--- src/rtl/uart_byte_link.sv ---
// Byte-level 8N1 UART link between the disk device controller and the serial pins.
// Independent TX and RX FSMs; received bytes wait in a one-byte holding register until requested.
module uart_byte_link #(
    parameter int CLKS_PER_BIT = 868
) (
    input  logic       clk,
    input  logic       rst,
    input  logic       dev_enable,
    input  logic       dev_we,
    input  logic [7:0] dev_data_out,
    output logic [7:0] dev_data_in,
    output logic       dev_read_done,
    output logic       dev_write_done,
    input  logic       uart_rx,
    output logic       uart_tx,
    output logic       rx_overrun,
    output logic       rx_frame_err
);
    localparam int CW = $clog2(CLKS_PER_BIT);
    localparam logic [CW-1:0] BIT_LAST  = CW'(CLKS_PER_BIT - 1);
    localparam logic [CW-1:0] HALF_LAST = CW'(CLKS_PER_BIT / 2 - 1);

    typedef enum logic [2:0] {TX_IDLE, TX_START, TX_DATA, TX_STOP, TX_GAP} tx_state_e;
    typedef enum logic [1:0] {RX_IDLE, RX_START, RX_DATA, RX_STOP} rx_state_e;

    tx_state_e         tx_state_q, tx_state_d;
    logic [CW-1:0]     tx_cnt_q, tx_cnt_d;
    logic [2:0]        tx_bit_q, tx_bit_d;
    logic [7:0]        tx_shift_q, tx_shift_d;
    logic              tx_q, tx_d;
    logic              wdone_q, wdone_d;

    rx_state_e         rx_state_q, rx_state_d;
    logic [CW-1:0]     rx_cnt_q, rx_cnt_d;
    logic [2:0]        rx_bit_q, rx_bit_d;
    logic [7:0]        rx_shift_q, rx_shift_d;
    logic              rx_meta_q, rx_sync_q;
    logic              ferr_q, ferr_d;
    logic              rx_ok;

    logic [7:0]        hold_q, hold_d;
    logic              hold_valid_q, hold_valid_d;
    logic [7:0]        din_q, din_d;
    logic              rdone_q, rdone_d;
    logic              ovr_q, ovr_d;
    logic              deliver;

    // TX FSM; the line level is registered from the next state so it changes with the state.
    always_comb begin
        tx_state_d = tx_state_q;
        tx_cnt_d   = tx_cnt_q;
        tx_bit_d   = tx_bit_q;
        tx_shift_d = tx_shift_q;
        wdone_d    = 1'b0;
        case (tx_state_q)
            TX_IDLE: begin
                if (dev_enable && dev_we) begin
                    tx_shift_d = dev_data_out;
                    tx_cnt_d   = '0;
                    tx_state_d = TX_START;
                end
            end
            TX_START: begin
                if (tx_cnt_q == BIT_LAST) begin
                    tx_cnt_d   = '0;
                    tx_bit_d   = 3'd0;
                    tx_state_d = TX_DATA;
                end else begin
                    tx_cnt_d = tx_cnt_q + 1'b1;
                end
            end
            TX_DATA: begin
                if (tx_cnt_q == BIT_LAST) begin
                    tx_cnt_d   = '0;
                    tx_shift_d = {1'b0, tx_shift_q[7:1]};
                    if (tx_bit_q == 3'd7) tx_state_d = TX_STOP;
                    else                  tx_bit_d   = tx_bit_q + 3'd1;
                end else begin
                    tx_cnt_d = tx_cnt_q + 1'b1;
                end
            end
            TX_STOP: begin
                if (tx_cnt_q == BIT_LAST) begin
                    tx_cnt_d   = '0;
                    wdone_d    = 1'b1;
                    tx_state_d = TX_GAP;
                end else begin
                    tx_cnt_d = tx_cnt_q + 1'b1;
                end
            end
            default: tx_state_d = TX_IDLE;
        endcase
        case (tx_state_d)
            TX_START: tx_d = 1'b0;
            TX_DATA:  tx_d = tx_shift_d[0];
            default:  tx_d = 1'b1;
        endcase
    end

    // RX FSM on the synchronized line; the stop bit is judged at its mid-point.
    always_comb begin
        rx_state_d = rx_state_q;
        rx_cnt_d   = rx_cnt_q;
        rx_bit_d   = rx_bit_q;
        rx_shift_d = rx_shift_q;
        ferr_d     = 1'b0;
        rx_ok      = 1'b0;
        case (rx_state_q)
            RX_IDLE: begin
                if (!rx_sync_q) begin
                    rx_cnt_d   = '0;
                    rx_state_d = RX_START;
                end
            end
            RX_START: begin
                if (rx_cnt_q == HALF_LAST) begin
                    rx_cnt_d = '0;
                    rx_bit_d = 3'd0;
                    rx_state_d = rx_sync_q ? RX_IDLE : RX_DATA;
                end else begin
                    rx_cnt_d = rx_cnt_q + 1'b1;
                end
            end
            RX_DATA: begin
                if (rx_cnt_q == BIT_LAST) begin
                    rx_cnt_d   = '0;
                    rx_shift_d = {rx_sync_q, rx_shift_q[7:1]};
                    if (rx_bit_q == 3'd7) rx_state_d = RX_STOP;
                    else                  rx_bit_d   = rx_bit_q + 3'd1;
                end else begin
                    rx_cnt_d = rx_cnt_q + 1'b1;
                end
            end
            RX_STOP: begin
                if (rx_cnt_q == BIT_LAST) begin
                    rx_cnt_d   = '0;
                    rx_state_d = RX_IDLE;
                    rx_ok      = rx_sync_q;
                    ferr_d     = ~rx_sync_q;
                end else begin
                    rx_cnt_d = rx_cnt_q + 1'b1;
                end
            end
            default: rx_state_d = RX_IDLE;
        endcase
    end

    // Holding register and delivery; a delivery cycle is never followed directly by another.
    always_comb begin
        deliver      = dev_enable & ~dev_we & hold_valid_q & ~rdone_q;
        hold_d       = rx_ok ? rx_shift_q : hold_q;
        hold_valid_d = rx_ok | (hold_valid_q & ~deliver);
        ovr_d        = ovr_q | (rx_ok & hold_valid_q & ~deliver);
        din_d        = deliver ? hold_q : din_q;
        rdone_d      = deliver;
    end

    always_ff @(posedge clk) begin
        if (rst) begin
            tx_state_q   <= TX_IDLE;
            tx_cnt_q     <= '0;
            tx_bit_q     <= '0;
            tx_shift_q   <= '0;
            tx_q         <= 1'b1;
            wdone_q      <= 1'b0;
            rx_state_q   <= RX_IDLE;
            rx_cnt_q     <= '0;
            rx_bit_q     <= '0;
            rx_shift_q   <= '0;
            rx_meta_q    <= 1'b1;
            rx_sync_q    <= 1'b1;
            ferr_q       <= 1'b0;
            hold_q       <= '0;
            hold_valid_q <= 1'b0;
            din_q        <= '0;
            rdone_q      <= 1'b0;
            ovr_q        <= 1'b0;
        end else begin
            tx_state_q   <= tx_state_d;
            tx_cnt_q     <= tx_cnt_d;
            tx_bit_q     <= tx_bit_d;
            tx_shift_q   <= tx_shift_d;
            tx_q         <= tx_d;
            wdone_q      <= wdone_d;
            rx_state_q   <= rx_state_d;
            rx_cnt_q     <= rx_cnt_d;
            rx_bit_q     <= rx_bit_d;
            rx_shift_q   <= rx_shift_d;
            rx_meta_q    <= uart_rx;
            rx_sync_q    <= rx_meta_q;
            ferr_q       <= ferr_d;
            hold_q       <= hold_d;
            hold_valid_q <= hold_valid_d;
            din_q        <= din_d;
            rdone_q      <= rdone_d;
            ovr_q        <= ovr_d;
        end
    end

    assign uart_tx        = tx_q;
    assign dev_write_done = wdone_q;
    assign dev_read_done  = rdone_q;
    assign dev_data_in    = din_q;
    assign rx_overrun     = ovr_q;
    assign rx_frame_err   = ferr_q;
endmodule

--- config.mk ---
export PLATFORM = sky130hd
export DESIGN_NAME = uart_byte_link
export DESIGN_NICKNAME = d
export VERILOG_FILES = /design/src/rtl/uart_byte_link.sv
export SDC_FILE = /design/constraint.sdc
export NUM_CORES = 1
export LEC_CHECK = 0
export CAP_MARGIN = 20
export CORE_ASPECT_RATIO = 0.7
export CORE_UTILIZATION = 60
export DETAILED_ROUTE_END_ITERATION = 12
export PLACE_DENSITY = 0.87
export SYNTH_ARGS = -nofsm -noshare
export SYNTH_HDL_FRONTEND = slang
export SYNTH_SLANG_ARGS = --single-unit
--- constraint.sdc ---
create_clock -name clk -period 3.75 [get_ports clk]
set_clock_uncertainty 0.2 [all_clocks]
set_input_delay 0.75 -clock clk [delete_from_list [all_inputs] [get_ports clk]]
set_output_delay 0.75 -clock clk [all_outputs]
set_load 0.02 [all_outputs]
==> impl_metrics.yaml, run 1 <==
pwr:
  powerDensity_mw_per_mm2: 401
  p_leak_nw: 1.33
  vdd_ir_drop_max_mv: 0.285
worst_setup_path:
  worstPathCellList: "ha_1, and4bb_2, and4_1, buf_4, nand4_1, mux2i_1, nor2_1"
  slowest_stage: "nand4_1"
  required_ns: 3.77
  worstSetupPathType: "register to register"
  max_stage_delay_ns: 0.53
  worstSetupEndpointType: "register"
  critPathArrivalTime_ns: 2.63
  r2r_cells: 7
  start_kind: "register"
  critPathMaxFanout: 14
timing:
  report.final.slew_viol_count: 0
  maxSlewHeadroom: 0.549
  rsz0062_at_grt: "false"
  final_hold_viol_count: 0
  fin_setup_tns_ns: 0
  min_period_ns: 2.61
  fmax_ghz: 0.384
  setup_viol: 0
  period_share: 0.695
  tightest_slew_ns: 0.674
global_routing:
  grt_pass1_vias: 2375
  grt_pass1_wl_um: 10800
  grt_max_degree: 39
  grt_antenna_before_repair: 0
  overflow: 0
  grtUsageTotal: 0.252
placement:
  io_buffers: 25
  place_congestion: 0.885
  placed_cell_area_mm2: 0.00343
  hpwl_um: 4320
run:
  drv_cap: 0
logic_synthesis:
  postSynthCellCount: 366
  synth_top_area_frac: 0.448
  ys.warnings.count: 0
  synth_top_family_by_area: "simple AND/OR/NAND/NOR gates"
  yosysTopAreaCell: "dfxtp_1"
  synth_cell_types: 53
  ys_seq_elements: 71
  synth_compound_area_frac: 0.122
  synth-simple-area-share: 0.278
  async_reset_ff_frac: 0
  synth_edf_count: 0
  netlist_top_cells_count: "dfxtp_1, nand2_1, nor2_1"
  yosysMostFrequentCell: "dfxtp_1"
  ys_seq_area_frac: 0.448
  synthXorXnorAreaFrac: 0.0442
  synthesis.nets: 386
  ys.flop_type: "dfxtp_1"
  muxShareOfSynthArea: 0.0379
  synth_area_leaders: "dfxtp_1, nand2_1, nor2_1"
  syn_area_mm2: 0.00317
  avgSynthCellArea_um2: 8.67
  synthAdderAreaFrac: 0.0276
floorplan:
  die_area_mm2: 0.00559
  die_h_um: 62.8
  num_rows: 21
  dieWidth_um: 88.9
  ios: 26
  start_util: 0.642
  design.core.area_mm2: 0.00494
cells_and_area:
  fin_util: 0.734
  area_delta_synth_final_pct: 14.3
  fillCellCount: 394
  diodes: 0
  fin_area_mm2: 0.00363
  nets: 404
  drive_gt1_frac: 0.0874
cts:
  clock_latency_ns: 0.36
  cts.path.max_buffers: 2
  htreeDepth: 3
  cts_resized: 0
  root_buffer: "clkbuf_8"
  cts.clk_slew.worst_paths_ns: 0.08
  cts_setup_buffers: 0
  cts_buffers: 9
  clock-sinks: 71
  cts_tree: "built"
  ctsHoldBuffers: 0
detailed_routing:
  drtAntennaViolNets: 0
  viasPerCell: 5.63
  routedWlPerCell_um: 13.6
  dr.pass1.iters: 5
  remaining_drc_errors: 0
  route.vias.total: 2580
  drt_iter0_markers: 199
  drt_wl_total_um: 6230
hold_path:
  whs_path_depth: 1
  hp-class: "register to register"
run_status:
  status: "finished, final reports clean"
[routing by layer]
| metal | vias to the layer above | global-route usage | wire length (um) |
|---|---|---|---|
| li1 | 1316 | - | - |
| met1 | 1184 | 0.342 | 3080 |
| met4 | 0 | 0.0927 | 90 |
| met5 | - | 0 | 0 |
| met3 | 10 | 0.0978 | 403 |
| met2 | 70 | 0.361 | 2650 |
[state kept, by name (all words and copies together) (netlist names), 8 cells and up, named ones only]
| signal | count |
|---|---|
| hold_q | 8 |
| tx_cnt_q | 10 |
| rx_shift_q | 8 |
| tx_shift_q | 8 |
| rx_cnt_q | 10 |
| dev_data_in | 8 |
[path summary, 6_finish.rpt]
path                     from         to  slack [ns]
hold / removal      rx_meta_q  rx_sync_q        0.22
hold reg to reg     rx_meta_q  rx_sync_q        0.22
setup reg to reg  rx_cnt_q[0]  hold_q[7]        1.14
setup / recovery  rx_cnt_q[0]  hold_q[7]        1.14
[logic make-up (layout without fill, tap and decap cells)]
family,Yosys count,count (layout)
fa+ha+maj,7,7
flops,71,71
buf+inv,28,51
xor+xnor,16,16
simple gates,171,171
mux,12,12
compound gates,61,61
[critical path, delay by kind of cell (launching register included)]
family / cells / cell delay (ns)
adders and majority gates: 1 / 0.27
buffers and inverters: 1 / 0.18
DFF: 1 / 0.42
muxes: 1 / 0.35
and+or+nand+nor: 4 / 1.04
[power breakdown]
part | switching, W | internal [W] | total, W
logic | 0.0000396 | 0.0000314 | 0.0000710
clock network | 0.000285 | 0.000325 | 0.000610
registers | 0.0000102 | 0.000764 | 0.000774
total | 0.000335 | 0.00112 | 0.00146
[layout make-up]
class	instances	area (um^2)	share of cell area
clock inverter	5	56.3	0.0155
tap	69	86.3	0.0238
timing repair buffer	29	275	0.0759
multi-input combinational	267	1620	0.448
sequential	71	1420	0.392
clock buffer	11	141	0.0390
inverter	6	22.5	0.00621
[cell usage in the layout, fill, tap and decap left out, types with 3 or more instances in the layout]
master | Yosys | routed
buf_4 | 2 | 4
a211o_1 | 3 | 3
xor2_1 | 9 | 9
ha_1 | 7 | 7
a21oi_1 | 31 | 31
a211oi_1 | 3 | 3
a31oi_1 | 4 | 4
a22oi_1 | 6 | 6
nor3b_1 | 3 | 3
mux2i_1 | 12 | 12
nor2b_1 | 5 | 5
and4_1 | 3 | 3
o21ai_0 | 3 | 3
nand2_1 | 49 | 49
nor3_1 | 5 | 5
clkdlybuf4s50_1 | 0 | 24
nand3_1 | 18 | 18
clkbuf_8 | 0 | 10
inv_1 | 6 | 6
xnor2_1 | 7 | 7
nand4b_1 | 3 | 3
nand2b_1 | 4 | 4
nor2_1 | 48 | 48
dfxtp_1 | 71 | 71
nand4_1 | 13 | 13
[per-stage QoR]
stage / setup slack (ns) / power, W / hold WS, ns / cells
4_1_cts: 1.16 / 0.00146 / 0.225 / 458
6_report: 1.14 / 0.00146 / 0.220 / 458
3_3_place_gp: 1.19 / 0.000859 / 0.193 / 442
2_1_floorplan: 1.79 / 0.000835 / 0.189 / 366
5_1_grt: 0.939 / 0.00151 / 0.241 / 458
3_5_place_dp: 1.13 / 0.000861 / 0.202 / 442
Power figures use the tool's default switching activity.
==> inputs of run 2 (changes only) <==
--- a/config.mk
+++ b/config.mk
@@ -7,9 +7,9 @@
 export LEC_CHECK = 0
 export CAP_MARGIN = 20
 export CORE_ASPECT_RATIO = 0.7
-export CORE_UTILIZATION = 60
+export CORE_UTILIZATION = 52
 export DETAILED_ROUTE_END_ITERATION = 12
-export PLACE_DENSITY = 0.87
+export PLACE_DENSITY = 0.8
 export SYNTH_ARGS = -nofsm -noshare
 export SYNTH_HDL_FRONTEND = slang
 export SYNTH_SLANG_ARGS = --single-unit
==> constraint.sdc (replaced) <==
create_clock -name clk -period 2.3 [get_ports clk]
set_clock_uncertainty 0.2 [all_clocks]
set_input_delay 0.46 -clock clk [delete_from_list [all_inputs] [get_ports clk]]
set_output_delay 0.46 -clock clk [all_outputs]
set_load 0.02 [all_outputs]
==> run 2 against run 1 <==
Sequential share of layout area shrank 0.91 points. Routed wire length grew 1.6%. First-iteration DRC count shrank 48%. Hold slack lost 0.0073 ns. Final cell count grew 3.9%. Clock power grew 53%. Via count grew 4.1%. Global-route usage shrank 3.3 points. Register-to-register slack lost 0.99 ns. Sequential power grew 63%. Count of clock-buffer cells in the layout shrank 2. Non-clock buffer count grew 12. Critical endpoint is now hold_q[1]. Largest power group unchanged. Highest routed layer unchanged.
==> impl_metrics.yaml, run 2 (synthesis gave the netlist of run 1 again) <==
timing:
  period_share: 0.932
  final.setup.worst_slack_ns: 0.157
  report.final.slew_viol_count: 0
  rsz0062_at_grt: "false"
  tightest_slew_ns: 0.467
  min_period_ns: 2.14
  setup_viol: 0
  final_hold_viol_count: 0
  maxSlewHeadroom: 0.686
  fmax_ghz: 0.467
worst_setup_path:
  r2r_cells: 7
  cp_top_family: "simple AND/OR/NAND/NOR gates"
  path_buf_inv: 1
  rr_startpoint: "rx_cnt_q[0]"
  worst-path-stages: 7
  required_ns: 2.35
  critPathArrivalTime_ns: 2.20
  slowest_stage: "dfxtp_1"
  worstSetupEndpointType: "register"
  critPathMaxFanout: 10
  worstPathCellList: "ha_1, and4bb_2, and4_1, nand4_1, buf_4, mux2i_1, nor2_1"
  max_stage_delay_ns: 0.41
  worstSetupPathType: "register to register"
  cp-startpoint: "rx_cnt_q[0]"
  start_kind: "register"
cells_and_area:
  diodes: 0
  nets: 416
  multi_input_comb_area_mm2: 0.00162
  layout_common_cells: "dfxtp_1, nand2_1, nor2_1"
  seq_area_mm2: 0.00142
  fin_util: 0.639
  drive_gt1_frac: 0.117
  layout_commonest_cell: "dfxtp_1"
  fillCellCount: 492
  area_delta_synth_final_pct: 17.0
  reg_top3: "rx_cnt_q x10, tx_cnt_q x10"
placement:
  hpwl_um: 4440
  place_congestion: 0.907
  io_buffers: 25
  dp_worst_setup_slack_ns: -0.0348
cts:
  ctsHoldBuffers: 0
  cts.clk_slew.worst_paths_ns: 0.09
  clock_latency_ns: 0.36
  clock-sinks: 71
  cts_tree: "built"
  cts.path.max_buffers: 2
  htreeDepth: 3
  cts_buffers: 9
  root_buffer: "clkbuf_8"
  cts_setup_buffers: 0
  cts_resized: 0
global_routing:
  overflow: 0
  grt_pass1_wl_um: 10700
  busiest_layer: "met2"
  gr-usage-met1: 0.248
  grt_antenna_before_repair: 0
  met3_usage: 0.0777
  grtUsageMet2: 0.375
  grt_max_degree: 34
  grtUsageTotal: 0.219
  grt_pass1_vias: 2498
run_status:
  status: "finished, final reports clean"
floorplan:
  dieWidth_um: 95.4
  num_rows: 23
  ios: 26
  design.core.area_mm2: 0.00581
  start_util: 0.546
  die_area_mm2: 0.00642
  die_h_um: 67.4
detailed_routing:
  viasPerCell: 5.64
  remaining_drc_errors: 0
  drtAntennaViolNets: 0
  drt_wl_total_um: 6330
  routedWlPerCell_um: 13.3
  drt_iter0_markers: 103
  dr.pass1.iters: 4
  route.vias.total: 2685
run:
  drv_cap: 0
pwr:
  power.total_w: 0.00232
  powerDensity_mw_per_mm2: 624
  vdd_ir_drop_max_mv: 0.383
  p_leak_nw: 1.38
hold_path:
  whs_path_depth: 1
  min_from: "rx_meta_q"
  hp-class: "register to register"
-- run 2: cell types whose count changed in the layout (fill, tap and decap cells not counted), moves of 2 or more --
cell      before  now
clkinv_4       0    2
inv_6          1    3
buf_4          4   16
clkinv_2       2    0
-- run 2: per-stage QoR --
stage	hold WS (ns)	instances	area, um^2	setup TNS [ns]
finish	0.213	476	3710	0
global route	0.226	476	3710	0
CTS	0.217	476	3710	0
detailed placement	0.199	460	3530	-0.0478
global placement	0.199	460	3530	0
floorplan	0.189	366	3170	0
-- run 2: worst paths after layout --
| kind | to | slack (ns) |
|---|---|---|
| worst max-delay path | hold_q[1] | 0.16 |
| worst min-delay path | rx_sync_q | 0.21 |
| worst max register to register | hold_q[1] | 0.16 |
| worst min register to register | rx_sync_q | 0.21 |
-- run 2: cell type report --
| cell class | instances | share of cell area |
|---|---|---|
| Timing Repair Buffer | 41 | 0.0984 |
| Inverter | 6 | 0.00606 |
| Sequential cell | 71 | 0.383 |
| Clock inverter | 7 | 0.0168 |
| Tap cell | 75 | 0.0253 |
| Multi-Input combinational cell | 267 | 0.437 |
| Clock buffer | 9 | 0.0334 |
-- run 2: report_power, final --
part / switching (W) / leakage (nW) / internal [W] / total, W
sequential: 0.0000149 / 0.574 / 0.00124 / 0.00126
clock: 0.000523 / 0.0927 / 0.000413 / 0.000936
combinational: 0.0000673 / 0.716 / 0.0000561 / 0.000123
total: 0.000606 / 1.38 / 0.00171 / 0.00232
-- run 2: routing by layer --
metal,vias to the layer above,wire length [um]
met3,10,324
met2,59,3040
li1,1343,-
met4,0,76
met5,-,0
met1,1273,2890
==> inputs of run 3 (changes only) <==
--- a/config.mk
+++ b/config.mk
@@ -7,9 +7,10 @@
 export LEC_CHECK = 0
 export CAP_MARGIN = 20
 export CORE_ASPECT_RATIO = 0.7
-export CORE_UTILIZATION = 52
+export CORE_UTILIZATION = 56
 export DETAILED_ROUTE_END_ITERATION = 12
-export PLACE_DENSITY = 0.8
+export DONT_BUFFER_PORTS = 1
+export PLACE_DENSITY = 0.79
 export SYNTH_ARGS = -nofsm -noshare
 export SYNTH_HDL_FRONTEND = slang
 export SYNTH_SLANG_ARGS = --single-unit
==> run 3 against run 2 <==
Routed wire length increased by 0.16%. Clock power increased by 16%. Final cell count decreased by 7.1%. Via count decreased by 5.6%. Fmax decreased by 3.8%. Register-to-register slack got worse by 0.08 ns. Die area decreased by 7.0%. Count of clock-buffer cells in the layout unchanged. Sequential share of layout area increased by 2.7 points. Critical path depth decreased by 1. Global-route usage increased by 1.1 points.
==> impl_metrics.yaml, run 3 (synthesis gave the netlist of run 1 again) <==
cells_and_area:
  nets: 385
  layout_common_cells: "dfxtp_1, nand2_1, nor2_1"
  drive_gt1_frac: 0.108
  reg_top3: "rx_cnt_q x10, tx_cnt_q x10"
  diodes: 0
  fin_util: 0.650
  area_delta_synth_final_pct: 9.38
  layout_commonest_cell: "dfxtp_1"
worst_setup_path:
  required_ns: 2.33
  worstSetupEndpointType: "register"
  slowest_stage: "a21boi_0"
  reg2reg_slack_ns: 0.07
  worstPathCellList: "ha_1, and4bb_2, nand4_1, a21boi_0, mux2i_1, nor2_1"
  path_buf_inv: 0
  critPathArrivalTime_ns: 2.26
  r2r_cells: 6
  max_stage_delay_ns: 0.51
  critPathMaxFanout: 5
  start_kind: "register"
  rr_startpoint: "rx_cnt_q[0]"
  cp_top_family: "compound AO/OA/AOI/OAI gates"
  reg2reg_to: "rx_bit_q[0]"
  worstSetupPathType: "register to register"
detailed_routing:
  dr.pass1.iters: 4
  drt_iter0_markers: 198
  viasPerCell: 5.74
  remaining_drc_errors: 0
  route.vias.total: 2535
  drt_wl_total_um: 6340
  routedWlPerCell_um: 14.3
  drtAntennaViolNets: 0
timing:
  fmax_ghz: 0.449
  min_period_ns: 2.23
  maxSlewHeadroom: 0.604
  final_hold_viol_count: 0
  finalHoldWorstSlack_ns: 0.0133
  report.final.slew_viol_count: 0
  tightest_slew_ns: 0.589
  period_share: 0.968
  setup_viol: 0
pwr:
  powerDensity_mw_per_mm2: 706
  vdd_ir_drop_max_mv: 0.467
  p_leak_nw: 1.29
  power.total_w: 0.00245
placement:
  place_congestion: 0.927
  hpwl_um: 4190
  io_buffers: 0
global_routing:
  grt_antenna_before_repair: 0
  grt_pass1_vias: 2350
  overflow: 0
  grt_max_degree: 51
  grtUsageTotal: 0.230
  grt_pass1_wl_um: 10700
cts:
  htreeDepth: 3
  clock_latency_ns: 0.34
  cts.path.max_buffers: 2
  cts_buffers: 9
  root_buffer: "clkbuf_8"
  cts_tree: "built"
  clock-sinks: 71
  cts.clk_slew.worst_paths_ns: 0.08
floorplan:
  die_area_mm2: 0.00598
  num_rows: 22
  dieWidth_um: 92.0
  start_util: 0.594
  die_h_um: 65.0
  ios: 26
  design.core.area_mm2: 0.00534
hold_path:
  whs_path_depth: 1
  min_from: "uart_rx"
  hold_path_end: "rx_meta_q"
  hp-class: "input pin to register"
run:
  drv_cap: 0
run_status:
  status: "finished, final reports clean"
-- run 3: changes by cell type in the layout (fill, tap and decap cells not counted) --
cell             previous run  this run
buf_12                      0         1
buf_2                       1         0
buf_4                      16         9
bufinv_16                   0         2
clkdlybuf4s50_1            24         0
clkinv_2                    0         2
clkinv_4                    2         1
inv_6                       3         1
inv_8                       1         0
nor3_2                      1         0
nor3_4                      0         1
-- run 3: per-stage QoR --
step	instance area [um^2]	cells	TNS, ns	worst slack (ns)
6_report	3470	442	0	0.0734
2_1_floorplan	3170	366	0	0.366
5_1_grt	3470	442	-0.0382	-0.0310
4_1_cts	3460	442	0	0.111
3_3_place_gp	3230	425	0	0.206
3_5_place_dp	3230	425	0	0.170
-- run 3: layer usage --
metal | routed length (um) | global-route usage | vias up
met1 | 3100 | 0.311 | 1158
met2 | 2690 | 0.350 | 92
li1 | - | - | 1280
met5 | 0 | 0 | -
met3 | 495 | 0.0634 | 5
met4 | 56 | 0.0898 | 0
-- run 3: layout make-up --
class | instances | area (um^2)
fill | 449 | 1870
clock buffer | 9 | 124
multi-input combinational | 267 | 1630
tap | 72 | 90.1
clock inverter | 7 | 95.1
inverter | 6 | 22.5
sequential | 71 | 1420
timing repair buffer | 10 | 87.6
-- run 3: worst max-delay path by stage --
stage / startpoint / to / cells after the start / slack, ns
detailed placement: tx_cnt_q[0] / uart_tx / 6 / 0.17
global placement: tx_cnt_q[0] / tx_cnt_q[2] / 5 / 0.21
global route: tx_cnt_q[0] / uart_tx / 6 / -0.03
floorplan: rx_cnt_q[0] / hold_q[7] / 8 / 0.37
finish: rx_cnt_q[0] / rx_bit_q[0] / 6 / 0.07
CTS: rx_bit_q[0] / rx_bit_q[0] / 7 / 0.11
-- run 3: where the power goes --
| part | total, W | internal, W | switching, W | leakage (nW) |
|---|---|---|---|---|
| combinational | 0.0000910 | 0.0000348 | 0.0000562 | 0.602 |
| sequential | 0.00126 | 0.00124 | 0.0000185 | 0.574 |
| clock | 0.00109 | 0.000612 | 0.000483 | 0.110 |
| total | 0.00245 | 0.00189 | 0.000558 | 1.29 |
-- run 3: worst reg2reg max path: cells and delay by family (launching register included) --
kind                     cells  cell delay (ns)
AO/OA/AOI/OAI                1             0.51
adder cells (fa/ha/maj)      1             0.28
flip-flops                   1             0.40
multiplexers                 1             0.25
AND/OR/NAND/NOR              3             0.48
-- run 3: timing repair --
item,in CTS,in global routing
setup buffers,0,0
gates resized for setup,0,1
endpoints found under the hold margin,50,0
setup endpoints to repair,0,3
hold buffers,1,0
